$ cat src/rtl/seq_arith_unit.sv
// seq_arith_unit: multi-cycle add/sub/mul/div unit behind a valid/ready handshake.
// The divider datapath is built only when SAU_DIV_EN is defined; otherwise OP 1001 is illegal.
module seq_arith_unit #(
    parameter int W = 4
) (
    input  logic           clk,
    input  logic           rst_n,
    input  logic           in_valid,
    output logic           in_ready,
    input  logic [3:0]     OP_code,
    input  logic [W-1:0]   A,
    input  logic [W-1:0]   B,
    output logic           out_valid,
    input  logic           out_ready,
    output logic [2*W-1:0] Y,
    output logic           v,
    output logic           dz,
    output logic           err
);

    localparam int CW = $clog2(W);

    localparam logic [1:0] S_IDLE = 2'd0;
    localparam logic [1:0] S_MUL  = 2'd1;
`ifdef SAU_DIV_EN
    localparam logic [1:0] S_DIV  = 2'd2;
`endif
    localparam logic [1:0] S_DONE = 2'd3;

    localparam logic [3:0] OP_ADD = 4'b0110;
    localparam logic [3:0] OP_SUB = 4'b0111;
    localparam logic [3:0] OP_MUL = 4'b1000;
`ifdef SAU_DIV_EN
    localparam logic [3:0] OP_DIV = 4'b1001;
`endif

    logic [1:0]     state_q, state_d;
    logic [CW-1:0]  cnt_q, cnt_d;
    logic [2*W-1:0] y_q, y_d;
    logic [W-1:0]   opnd_q, opnd_d;
    logic           v_q, v_d;
    logic           dz_q, dz_d;
    logic           err_q, err_d;

    logic           is_add, is_sub, is_mul;
    logic [W-1:0]   sum, diff;
    logic [W:0]     hsum;

    assign is_add = (OP_code == OP_ADD);
    assign is_sub = (OP_code == OP_SUB);
    assign is_mul = (OP_code == OP_MUL);
    assign sum    = A + B;
    assign diff   = A - B;

    // Shift-add: y_q holds {partial, multiplier}; add multiplicand into the top half.
    assign hsum = {1'b0, y_q[2*W-1:W]} + (y_q[0] ? {1'b0, opnd_q} : '0);

`ifdef SAU_DIV_EN
    logic           is_div;
    logic [W:0]     dsh;
    logic [W-1:0]   dtrial;
    logic           dge;

    assign is_div = (OP_code == OP_DIV);
    // Restoring step: y_q holds {remainder, dividend/quotient}.
    assign dsh    = y_q[2*W-1:W-1];
    assign dge    = (dsh >= {1'b0, opnd_q});
    assign dtrial = dsh[W-1:0] - opnd_q;
`endif

    always_comb begin
        state_d = state_q;
        cnt_d   = cnt_q;
        y_d     = y_q;
        opnd_d  = opnd_q;
        v_d     = v_q;
        dz_d    = dz_q;
        err_d   = err_q;
        unique case (state_q)
            S_IDLE: begin
                if (in_valid) begin
                    state_d = S_DONE;
                    cnt_d   = CW'(W - 1);
                    opnd_d  = A;
                    y_d     = '0;
                    v_d     = 1'b0;
                    dz_d    = 1'b0;
                    err_d   = 1'b0;
                    unique case (1'b1)
                        is_add: begin
                            y_d = {{W{sum[W-1]}}, sum};
                            v_d = (A[W-1] == B[W-1]) && (sum[W-1] != A[W-1]);
                        end
                        is_sub: begin
                            y_d = {{W{diff[W-1]}}, diff};
                            v_d = (A[W-1] != B[W-1]) && (diff[W-1] != A[W-1]);
                        end
                        is_mul: begin
                            state_d = S_MUL;
                            y_d     = {{W{1'b0}}, B};
                        end
`ifdef SAU_DIV_EN
                        is_div: begin
                            if (B == '0) begin
                                y_d  = {A, {W{1'b1}}};
                                dz_d = 1'b1;
                            end else begin
                                state_d = S_DIV;
                                y_d     = {{W{1'b0}}, A};
                                opnd_d  = B;
                            end
                        end
`endif
                        default: err_d = 1'b1;
                    endcase
                end
            end
            S_MUL: begin
                y_d = {hsum, y_q[W-1:1]};
                if (cnt_q == '0) state_d = S_DONE;
                else             cnt_d   = cnt_q - 1'b1;
            end
`ifdef SAU_DIV_EN
            S_DIV: begin
                y_d = dge ? {dtrial, y_q[W-2:0], 1'b1}
                          : {dsh[W-1:0], y_q[W-2:0], 1'b0};
                if (cnt_q == '0) state_d = S_DONE;
                else             cnt_d   = cnt_q - 1'b1;
            end
`endif
            S_DONE: begin
                if (out_ready) state_d = S_IDLE;
            end
            default: state_d = S_IDLE;
        endcase
    end

    always_ff @(posedge clk or negedge rst_n) begin
        if (!rst_n) begin
            state_q <= S_IDLE;
            cnt_q   <= '0;
            y_q     <= '0;
            opnd_q  <= '0;
            v_q     <= 1'b0;
            dz_q    <= 1'b0;
            err_q   <= 1'b0;
        end else begin
            state_q <= state_d;
            cnt_q   <= cnt_d;
            y_q     <= y_d;
            opnd_q  <= opnd_d;
            v_q     <= v_d;
            dz_q    <= dz_d;
            err_q   <= err_d;
        end
    end

    assign in_ready  = (state_q == S_IDLE);
    assign out_valid = (state_q == S_DONE);
    assign Y         = y_q;
    assign v         = v_q;
    assign dz        = dz_q;
    assign err       = err_q;

endmodule

$ cat config.mk
export PLATFORM = sky130hd
export DESIGN_NAME = seq_arith_unit
export DESIGN_NICKNAME = d
export VERILOG_FILES = /design/src/rtl/seq_arith_unit.sv
export SDC_FILE = /design/constraint.sdc
export NUM_CORES = 1
export LEC_CHECK = 0
export CORE_UTILIZATION = 35
export CTS_BUF_LIST = sky130_fd_sc_hd__clkbuf_4
export DETAILED_ROUTE_END_ITERATION = 8
export PLACE_DENSITY_LB_ADDON = 0.05
export SLEW_MARGIN = 10
export SYNTH_ARGS = -nofsm -noshare
export SYNTH_HDL_FRONTEND = slang
export SYNTH_SLANG_ARGS = --single-unit
$ cat constraint.sdc
create_clock -name clk -period 3.15 [get_ports clk]
set_clock_uncertainty 0.15 [all_clocks]
set_input_delay 0.315 -clock clk [delete_from_list [all_inputs] [get_ports clk]]
set_output_delay 0.315 -clock clk [all_outputs]
set_load 0.05 [all_outputs]
== Word-level counts from Yosys, hierarchy flattened ==
Index checks and enable logic that the tools add are counted.
Storage, ports and cells
  logic and storage cells: 47
  bits of input ports: 16
  register bits: 18
Operators by class
  add/sub/neg operators: 4
  eq/ne operators: 13
  reductions and logical operators: 10
  multiplexer cells: 14
Operator list (number)
  $pmux 8 s3: 1
  $pmux 8 s2: 1
  $mux 2: 6
  $eq 4x3->1 const B: 2
  $mux 8: 1
  $ne 2x2->1 const B: 3
  $pmux 2 s3: 1
  $reduce_and 3->1: 2
  $add 4x4->5: 1
  $add 4x4->4: 1
  $eq 4x4->1 const B: 1
  $logic_not 2->1: 2
  $mux 4: 1
  $pmux 2 s2: 1
  $reduce_and 2->1: 2
  $sub 4x4->4: 1
  $ne 1x1->1: 3
  $reduce_or 3->1: 1
  $eq 2x1->1 const B: 1
  $eq 2x2->1 const B: 1
  $logic_and 1x1->1: 2
  $ne 2x1->1 const B: 1
  $pmux 1 s2: 1
  $reduce_bool 2->1: 1
  other kinds (3): 3

== Depth between registers and ports, before layout ==
  depth after elaboration: 4
  depth in mapped cells: 10

== Least setup slack after synthesis ==
OpenSTA, ideal clock, no wires.
  kind: flip-flop to flip-flop
  from: reg y_q[0] (netlist: Y[0])
  to: reg y_q[7] (netlist: Y[7])
  slack: 1.074 ns
  setup time: 0.094 ns
  arrival: 1.832 ns
  buffers on the path: 0
  stages on the path, launching flop included: 8
  path through: dfrtp_1 and2_1 ha_1 inv_1 fa_1 nor2b_1 o21ai_0 a221oi_2
Between the ends
  longest elaborated chain between the ends: 3
RTL lines
  from (decl): line 39  | logic [2*W-1:0] y_q, y_d;
  from (signal assigned): line 150  | y_q <= y_d;
  $mux 4: line 56  | assign hsum = {1'b0, y_q[2*W-1:W]} + (y_q[0] ? {1'b0, opnd_q} : '0);
  $add 4x4->5: line 56
  $pmux 8 s2: line 79  | unique case (state_q)
Every way passes these cells.
A chain may end at the register's enable or synchronous reset.

== Final worst setup path ==
  from: reg state_q[0]
  to: out out_valid
Between the ends
  longest elaborated chain between the ends: 1
RTL lines
  from (decl): line 37  | logic [1:0] state_q, state_d;
  from (signal assigned): line 148  | state_q <= state_d;
  $eq 2x2->1: line 159  | assign out_valid = (state_q == S_DONE);
  to (decl): line 13  | output logic out_valid,
Every way passes these cells.

==> metrics.csv <==
stage;metric;value;unit
run_status;outcome;completed;
power_and_ir_drop;combPwrFrac;0.638;
grt;grt_pass1_vias;1170;
detailed_routing;postRouteWirelength;3010;µm
power_and_ir_drop;p_int;0.000789;W
synth;synthFlopType;dfrtp_1;
floorplanning;core_area;3660;µm²
critical_path;slowest_stage;clkdlybuf4s50_1;
detailed_routing;dr_wl_met2;1500;µm
power_and_ir_drop;sequentialPowerShare;0.286;
sta;setup_tns;0;ps
critical_path;startpoint_type;flop;
synth;synthesis.area;1330;µm²
sta;rsz0062_at_grt;false;
sta;finalCritPeriodShare;0.772;
final_layout;seq_area;450;µm²
grt;grt_pass1_wl;5330;µm
synth;synth_cells;152;
floorplanning;die_x;63.7;µm
critical_path;crit_path_end_kind;output port;
clock_tree;cts_setup_buffers;0;
power_and_ir_drop;clkPwrFrac;0.076;
final_layout;nets;209;
detailed_routing;routed.top_layer;met4;
floorplanning;die_area;4060;µm²
sta;finalHoldViolCount;0;
synth;synth_seq_cells;18;
floorplanning;start_util;0.364;
critical_path;worstPathArrival;1970;ps
synth;ys_types;38;
power_and_ir_drop;power_leakage;0.742;nW
power_and_ir_drop;ir_drop;268;µV
clock_tree;cts.clk_slew.worst_paths;120;ps
sta;tightest_slew;855;ps
placed_design;gp_congestion;0.854;
sta;drv_slew;0;
detailed_routing;wl_met3;78;µm
sta;finalSetupViolCount;0;
clock_tree;holdBufCountCts;0;
sta;whs;335;ps
synth;synth_top_area_cell;dfrtp_1;
critical_path;required;2680;ps
final_layout;layoutNonFillerInstCount;226;
clock_tree;ctsResizeCount;0;
placed_design;placed_area;1630;µm²
detailed_routing;drtPass1Iterations;4;
final_layout;postLayoutCellArea;1660;µm²
critical_path;cp_slowest_stage_delay;810;ps
power_and_ir_drop;cellPowerDensity;955;nW/µm²
clock_tree;clock_latency;300;ps
synth;syn-num-nets;182;
detailed_routing;wire_per_inst;13.3;µm
critical_path;cp_max_fo;8;
clock_tree;numCtsBuffers;3;
detailed_routing;via_count;1143;
hold_path;min_path_type;flop to flop;
final_layout;multiInputGateArea;796;µm²
final_layout;layout_common_cells;27 x clkdlybuf4s50_1, 21 x nand2_1, 18 x dfrtp_1, 16 x nor2_1, 15 x inv_1;
grt;grt_max_degree;19;
detailed_routing;drc_errors;0;
sta;maxSlewHeadroom;0.428;
clock_tree;cts_buffer_depth;2;
power_and_ir_drop;power_switching;0.000795;W
detailed_routing;wl_met1;1410;µm
final_layout;final_common_cell;clkdlybuf4s50_1;
synth;ys_seq_area_frac;0.338;
sta;max_freq;0.411;GHz
critical_path;path_cells;inv_1, nor2_1, clkdlybuf4s50_1;
floorplanning;rows;22;
grt;grt_antenna_before_repair;0;
final_layout;fillers;380;
job;cap_violations;0;
final_layout;syn_to_final_growth;24.4;%
clock_tree;cts.sinks;18;
floorplanning;die_h;63.7;µm
synth;synth_edf_count;0;
synth;synth_top_area_share;0.338;
synth;avgSynthCellArea;8.77;µm²
floorplanning;ios;29;
power_and_ir_drop;switching_share;0.502;
grt;grtUsageTotal;0.169;
synth;ys_warn_count;0;
sta;finalCriticalPeriod;2430;ps
critical_path;crit_type;flop to output port;
clock_tree;cts_tree;yes;
detailed_routing;drtIter0Drc;33;
detailed_routing;drtAntennaViolNets;0;
detailed_routing;detail_route.vias_per_cell;5.06;
placed_design;io_buffers;27;
final_layout;drive_gt1_frac;0.0562;
grt;overflow;0;
placed_design;dp_hpwl;2420;µm
final_layout;diodes;0;
synth;async_flop_share;1.00;
synth;synth_top_cells_by_area;dfrtp_1 34%, ha_1 10%, nand2_1 5.9%;
placed_design;dpl.cell_count;222;
clock_tree;cts_root_buf;clkbuf_4;
clock_tree;h-tree-depth;1;
[cell usage after synthesis (3+ instances only)]
| master | instances |
|---|---|
| nor2_1 | 16 |
| fa_1 | 3 |
| xnor2_1 | 3 |
| ha_1 | 11 |
| dfrtp_1 | 18 |
| o21ai_0 | 9 |
| and2_1 | 3 |
| o22ai_1 | 6 |
| inv_1 | 15 |
| nand2_1 | 21 |
| a31oi_1 | 3 |
| a21oi_1 | 9 |
[per-stage QoR]
step                setup WS (ps)  power [W]  utilization
floorplan                    1070    0.00118            -
global placement              633    0.00147        0.446
detailed placement            560    0.00148        0.446
CTS                           686    0.00161        0.453
global route                  614    0.00172        0.453
finish                        717    0.00158        0.453
[final cells by class]
class,instances,area share
Timing Repair Buffer,27,0.163
Sequential cell,18,0.271
Clock buffer,3,0.0136
Multi-Input combinational cell,114,0.480
Clock inverter,1,0.00226
Inverter,15,0.0339
Tap cell,48,0.0362
[cells by family after synthesis]
group           share of synthesized area
other cells                       0.00281
buf+inv                            0.0657
mux                                0.0150
fa+ha+maj                           0.148
simple gates                        0.214
compound gates                      0.190
flops                               0.338
xor+xnor                           0.0263
[worst paths after layout]
check | startpoint | to | slack, ps | cells past startpoint
min in group asynchronous | rst_n | state_q[1] | 340 | 1
max in group asynchronous | rst_n | opnd_q[0] | 1970 | 1
max reg2reg | Y[0] | Y[7] | 1180 | 7
min | v | v | 330 | 2
max | state_q[0] | out_valid | 720 | 3
min reg2reg | v | v | 330 | 2
[power groups by stage]
| stage | Clock, W | Sequential [W] | Combinational (W) |
|---|---|---|---|
| detailed placement | 0 | 0.000461 | 0.00102 |
| global route | 0.000134 | 0.000471 | 0.00112 |
| global placement | 0 | 0.000460 | 0.00101 |
| finish | 0.000120 | 0.000453 | 0.00101 |
| floorplan | 0 | 0.000636 | 0.000547 |
| CTS | 0.000126 | 0.000455 | 0.00102 |
[registers in the layout, summed over array words and instances, names as in the netlist]
name	count
Y	8
state_q	2
v	1
cnt_q	2
err	1
opnd_q	4
[critical path: cells and delay by family (launching register included)]
family                 cells  cell delay [ps]
buffers and inverters      2             1010
flip-flops                 1              520
AND/OR/NAND/NOR            1              140
[routing by layer]
layer | global-route usage | up-vias
met5 | 0 | -
met4 | 0.0540 | 0
met3 | 0.0214 | 2
met2 | 0.301 | 22
met1 | 0.209 | 548
li1 | - | 571
No activity file was read; power rests on OpenSTA's default activity.
==> RTL edit 1, RTL diff (same flow settings) <==
Change the parameter `W` from 4 to 16.
--- a/src/rtl/seq_arith_unit.sv
+++ b/src/rtl/seq_arith_unit.sv
@@ -3,3 +3,3 @@
 module seq_arith_unit #(
-    parameter int W = 4
+    parameter int W = 16
 ) (
Interface: changed (resized A, B and Y); port bits go from 29 to 77. No check against the original RTL was run, so the function may have changed too.
==> RTL edit 1 against the original RTL <==
The flow now finishes with violations (design-rule violations). Non-clock buffer count is 112 higher. Power grew to 3.6 times the old value. Sequential cell count is 38 higher. First-iteration DRC count grew to 9.5 times the old value. Combinational power grew to 3.9 times the old value. Clock power grew to 3.4 times the old value. Area after synthesis grew to 3.7 times the old value. Worst setup slack worse by 530 ps. Design area grew to 3.8 times the old value. Wire length grew to 4.9 times the old value. Final cell count grew to 4.0 times the old value.
==> RTL edit 1: results (changes against the original RTL) <==
share of power burned in registers -> 24.3% (-4.3 points)
routed wl met2 -> 6900 um (+360%)
dpl hpwl -> 11800 um (+380%)
Pleak -> 2.82 nW (+280%)
most frequent cells after synthesis -> nand2_1 (75), nor2_1 (70), dfrtp_1 (56)
Peak VDD IR -> 0.310 mV (+16%)
failing checks -> design-rule violations
htree depth -> 2 (+1)
max reg flops -> 32 (+24)
number of remaining DRC errors -> 2 (+2)
status -> finished with violations
Post-Syn Nets -> 704 (+290%)
Switch Pwr -> 2.94 mW (+270%)
clk_lat worst skew -> 400 ps (+100 ps)
Worst-Margin Slew -> 612 ps (-243 ps)
P_clk -> 0.407 mW (+240%)
synth unique cells -> 75 (+97%)
CP max stage cell -> dfrtp_2
WL per Instance -> 16.3 um (+22%)
first-pass GRT wire length -> 24100 um (+350%)
Port-buffer cells -> 75 (+180%)
switch share -> 51.1% (+0.88 points)
vias in the first global route -> 4627 (+300%)
CP arrival -> 3070 ps (+1100 ps)
cell family with most CP delay -> simple AND/OR/NAND/NOR gates
clock-pin slew on the worst setup and hold paths -> 180 ps (+60 ps)
[RTL edit 1: cell count changes after synthesis, sizes merged, moves of 28 or more]
cell	delta
nor2	+54
nand2	+54
ha	+37
dfrtp	+38
a21oi	+44
o21ai	+28
[RTL edit 1: kinds of logic (layout without fill, tap and decap cells)]
group	after synthesis	in the layout	share of synthesized area, %
buffers and inverters	62	180	5.79
AOI/OAI and AO/OA	179	179	24.9
muxes	4	4	0.810
and+or+nand+nor	240	240	23.2
adders and majority gates	51	51	13.4
other	1	2	0.0758
xor gates and xnor gates	20	20	3.54
DFF	56	56	28.3
[RTL edit 1: path summary, 6_finish.rpt]
kind                                 from    endpoint  slack [ps]  depth (start not counted)
worst max register to register       Y[0]       Y[28]         190                         11
worst max-delay path                 Y[0]       Y[28]         190                         11
worst min-delay path                rst_n  state_q[1]         270                          2
min in group clk                opnd_q[9]   opnd_q[9]         340                          2
worst min register to register  opnd_q[9]   opnd_q[9]         340                          2
max in group asynchronous           rst_n   opnd_q[2]        1730                          3
[RTL edit 1: cell type report]
type	instances	area, sq um	share of cell area [%]
repair buffers	139	1240	19.5
clock inverters	3	42.5	0.667
clock buffers	5	37.5	0.588
multi-input cells	495	3300	51.8
well taps	180	225	3.53
inverters	33	124	1.94
flip-flops and latches	56	1400	22.0
diodes	1	2.50	0.0392
[RTL edit 1: stage by stage]
stage / worst slack [ps] / util [%] / hold WS [ps] / std cells
CTS: 44.0 / 45.9 / 279 / 911
finish: 188 / 46.1 / 272 / 912
detailed placement: -229 / 45.2 / 204 / 902
global placement: -192 / 45.2 / 199 / 902
global route: 28.6 / 46.1 / 315 / 911
floorplan: 33.7 / - / -131 / 613
[RTL edit 1: routing by layer]
metal,global-route usage (%),vias to the layer above
li1,-,2413
met1,29.5,2265
met2,34.2,119
met3,1.79,14
met4,5.56,0
met5,0,-
==> RTL edit 2, RTL diff (same flow settings) <==
Made on the original files. `y_q` no longer has a reset.
--- a/src/rtl/seq_arith_unit.sv
+++ b/src/rtl/seq_arith_unit.sv
@@ -141,3 +141,2 @@
             cnt_q   <= '0;
-            y_q     <= '0;
             opnd_q  <= '0;
@@ -149,3 +148,2 @@
             cnt_q   <= cnt_d;
-            y_q     <= y_d;
             opnd_q  <= opnd_d;
@@ -155,2 +153,6 @@
         end
+    end
+
+    always_ff @(posedge clk) begin
+        y_q <= y_d;
     end
Check against the original RTL: not equivalent (Yosys sat finds a counterexample within 4 cycles, from zero or initial values and one cycle with rst_n low).
==> RTL edit 2 against the original RTL <==
Count of clock-buffer cells in the layout is the same. Sequential cell count did not move. Area after synthesis fell by 3.1%. Largest power group unchanged. Die area is 3.0% lower. Worst setup slack gained 210 ps. Power shrank 4.2%. Design area fell by 2.1%. Wire length down 13%. Final cell count down 12%.
==> RTL edit 2: results (changes against the original RTL) <==
status -> finished clean
dpl hpwl -> 2130 um (-12%)
Crit. Startpoint -> B[2]
met1 Track Usage GR -> 18.6% (-2.3 points)
layout cell share with drive strength beyond 1 -> 9.21% (+3.6 points)
Mapped Avg Cell Area -> 10.3 sq um (+18%)
#MultiIn Comb -> 91 (-20%)
hold_ws -> 176 ps (-159 ps)
WL final -> 2640 um (-13%)
Placed Cells -> 194 (-13%)
Multi-input gate area -> 734 sq um (-7.7%)
most frequent cells after synthesis -> ha_1 (11), inv_1 (11), nand2_1 (11), nor2_1 (11)
M1 WL -> 1260 um (-11%)
Finished Layout Cells -> 198 (-12%)
NonClk Buf Share -> 16.6% (+0.35 points)
R2R Path Start -> Y[0]
Synth async-reset ratio -> 55.6% (-44 points)
Crit Path Max Fanout -> 5 (-3)
Via density -> 5.11 (+0.96%)
number of enable flip-flop cells after synthesis -> 8 (+8)
Post-Syn Nets -> 155 (-15%)
sequential area share after synthesis -> 37.9% (+4.2 points)
overall global routing resource usage -> 14.6% (-2.2 points)
met3 wire len -> 87 um (+12%)
routed wl met2 -> 1270 um (-15%)
critical path endpoint -> Y[7]
Inverters -> 12 (-3)
Synth area leaders -> dfrtp_1 (19%), edfxtp_1 (19%), ha_1 (11%), fa_1 (4.6%), a21oi_1 (3.9%)
Peak VDD IR -> 0.325 mV (+21%)
Area Growth Syn to Fin -> 25.7%
FMAX -> 0.450 GHz (+9.5%)
M3 GR Usage -> 3.47% (+1.3 points)
HP Class -> input pin to async pin
met2 GRT Util -> 24.9% (-5.2 points)
synth unique cells -> 39 (+2.6%)
r2r worst-path depth -> 8 (+1)
largest net degree at the start of global routing -> 16 (-3)
first-pass GRT wire length -> 4510 um (-15%)
[RTL edit 2: cell count changes after synthesis, sizes merged, moves of 3 or more]
cell,delta
a31oi,-3
dfrtp,-8
edfxtp,+8
inv,-3
mux2,+3
nand2,-10
nor2,-5
o22ai,-6
[RTL edit 2: critical path, delay by kind of cell]
| family | cells | cell delay (ps) |
|---|---|---|
| compound gates | 3 | 580 |
| fa+ha+maj | 1 | 360 |
| simple gates | 2 | 280 |
| buf+inv | 2 | 570 |
[RTL edit 2: cell families after synthesis]
kind of cell,share of synthesized area [%]
buffers and inverters,5.23
AND/OR/NAND/NOR,16.1
AO/OA/AOI/OAI,19.1
adder cells (fa/ha/maj),15.3
XOR/XNOR,2.71
other,0.290
multiplexers,3.39
flip-flops,37.9
[RTL edit 2: power breakdown]
group          switching, mW  internal [mW]
sequential            0.0768          0.401
clock                 0.0760         0.0462
combinational          0.580          0.338
total                  0.733          0.785
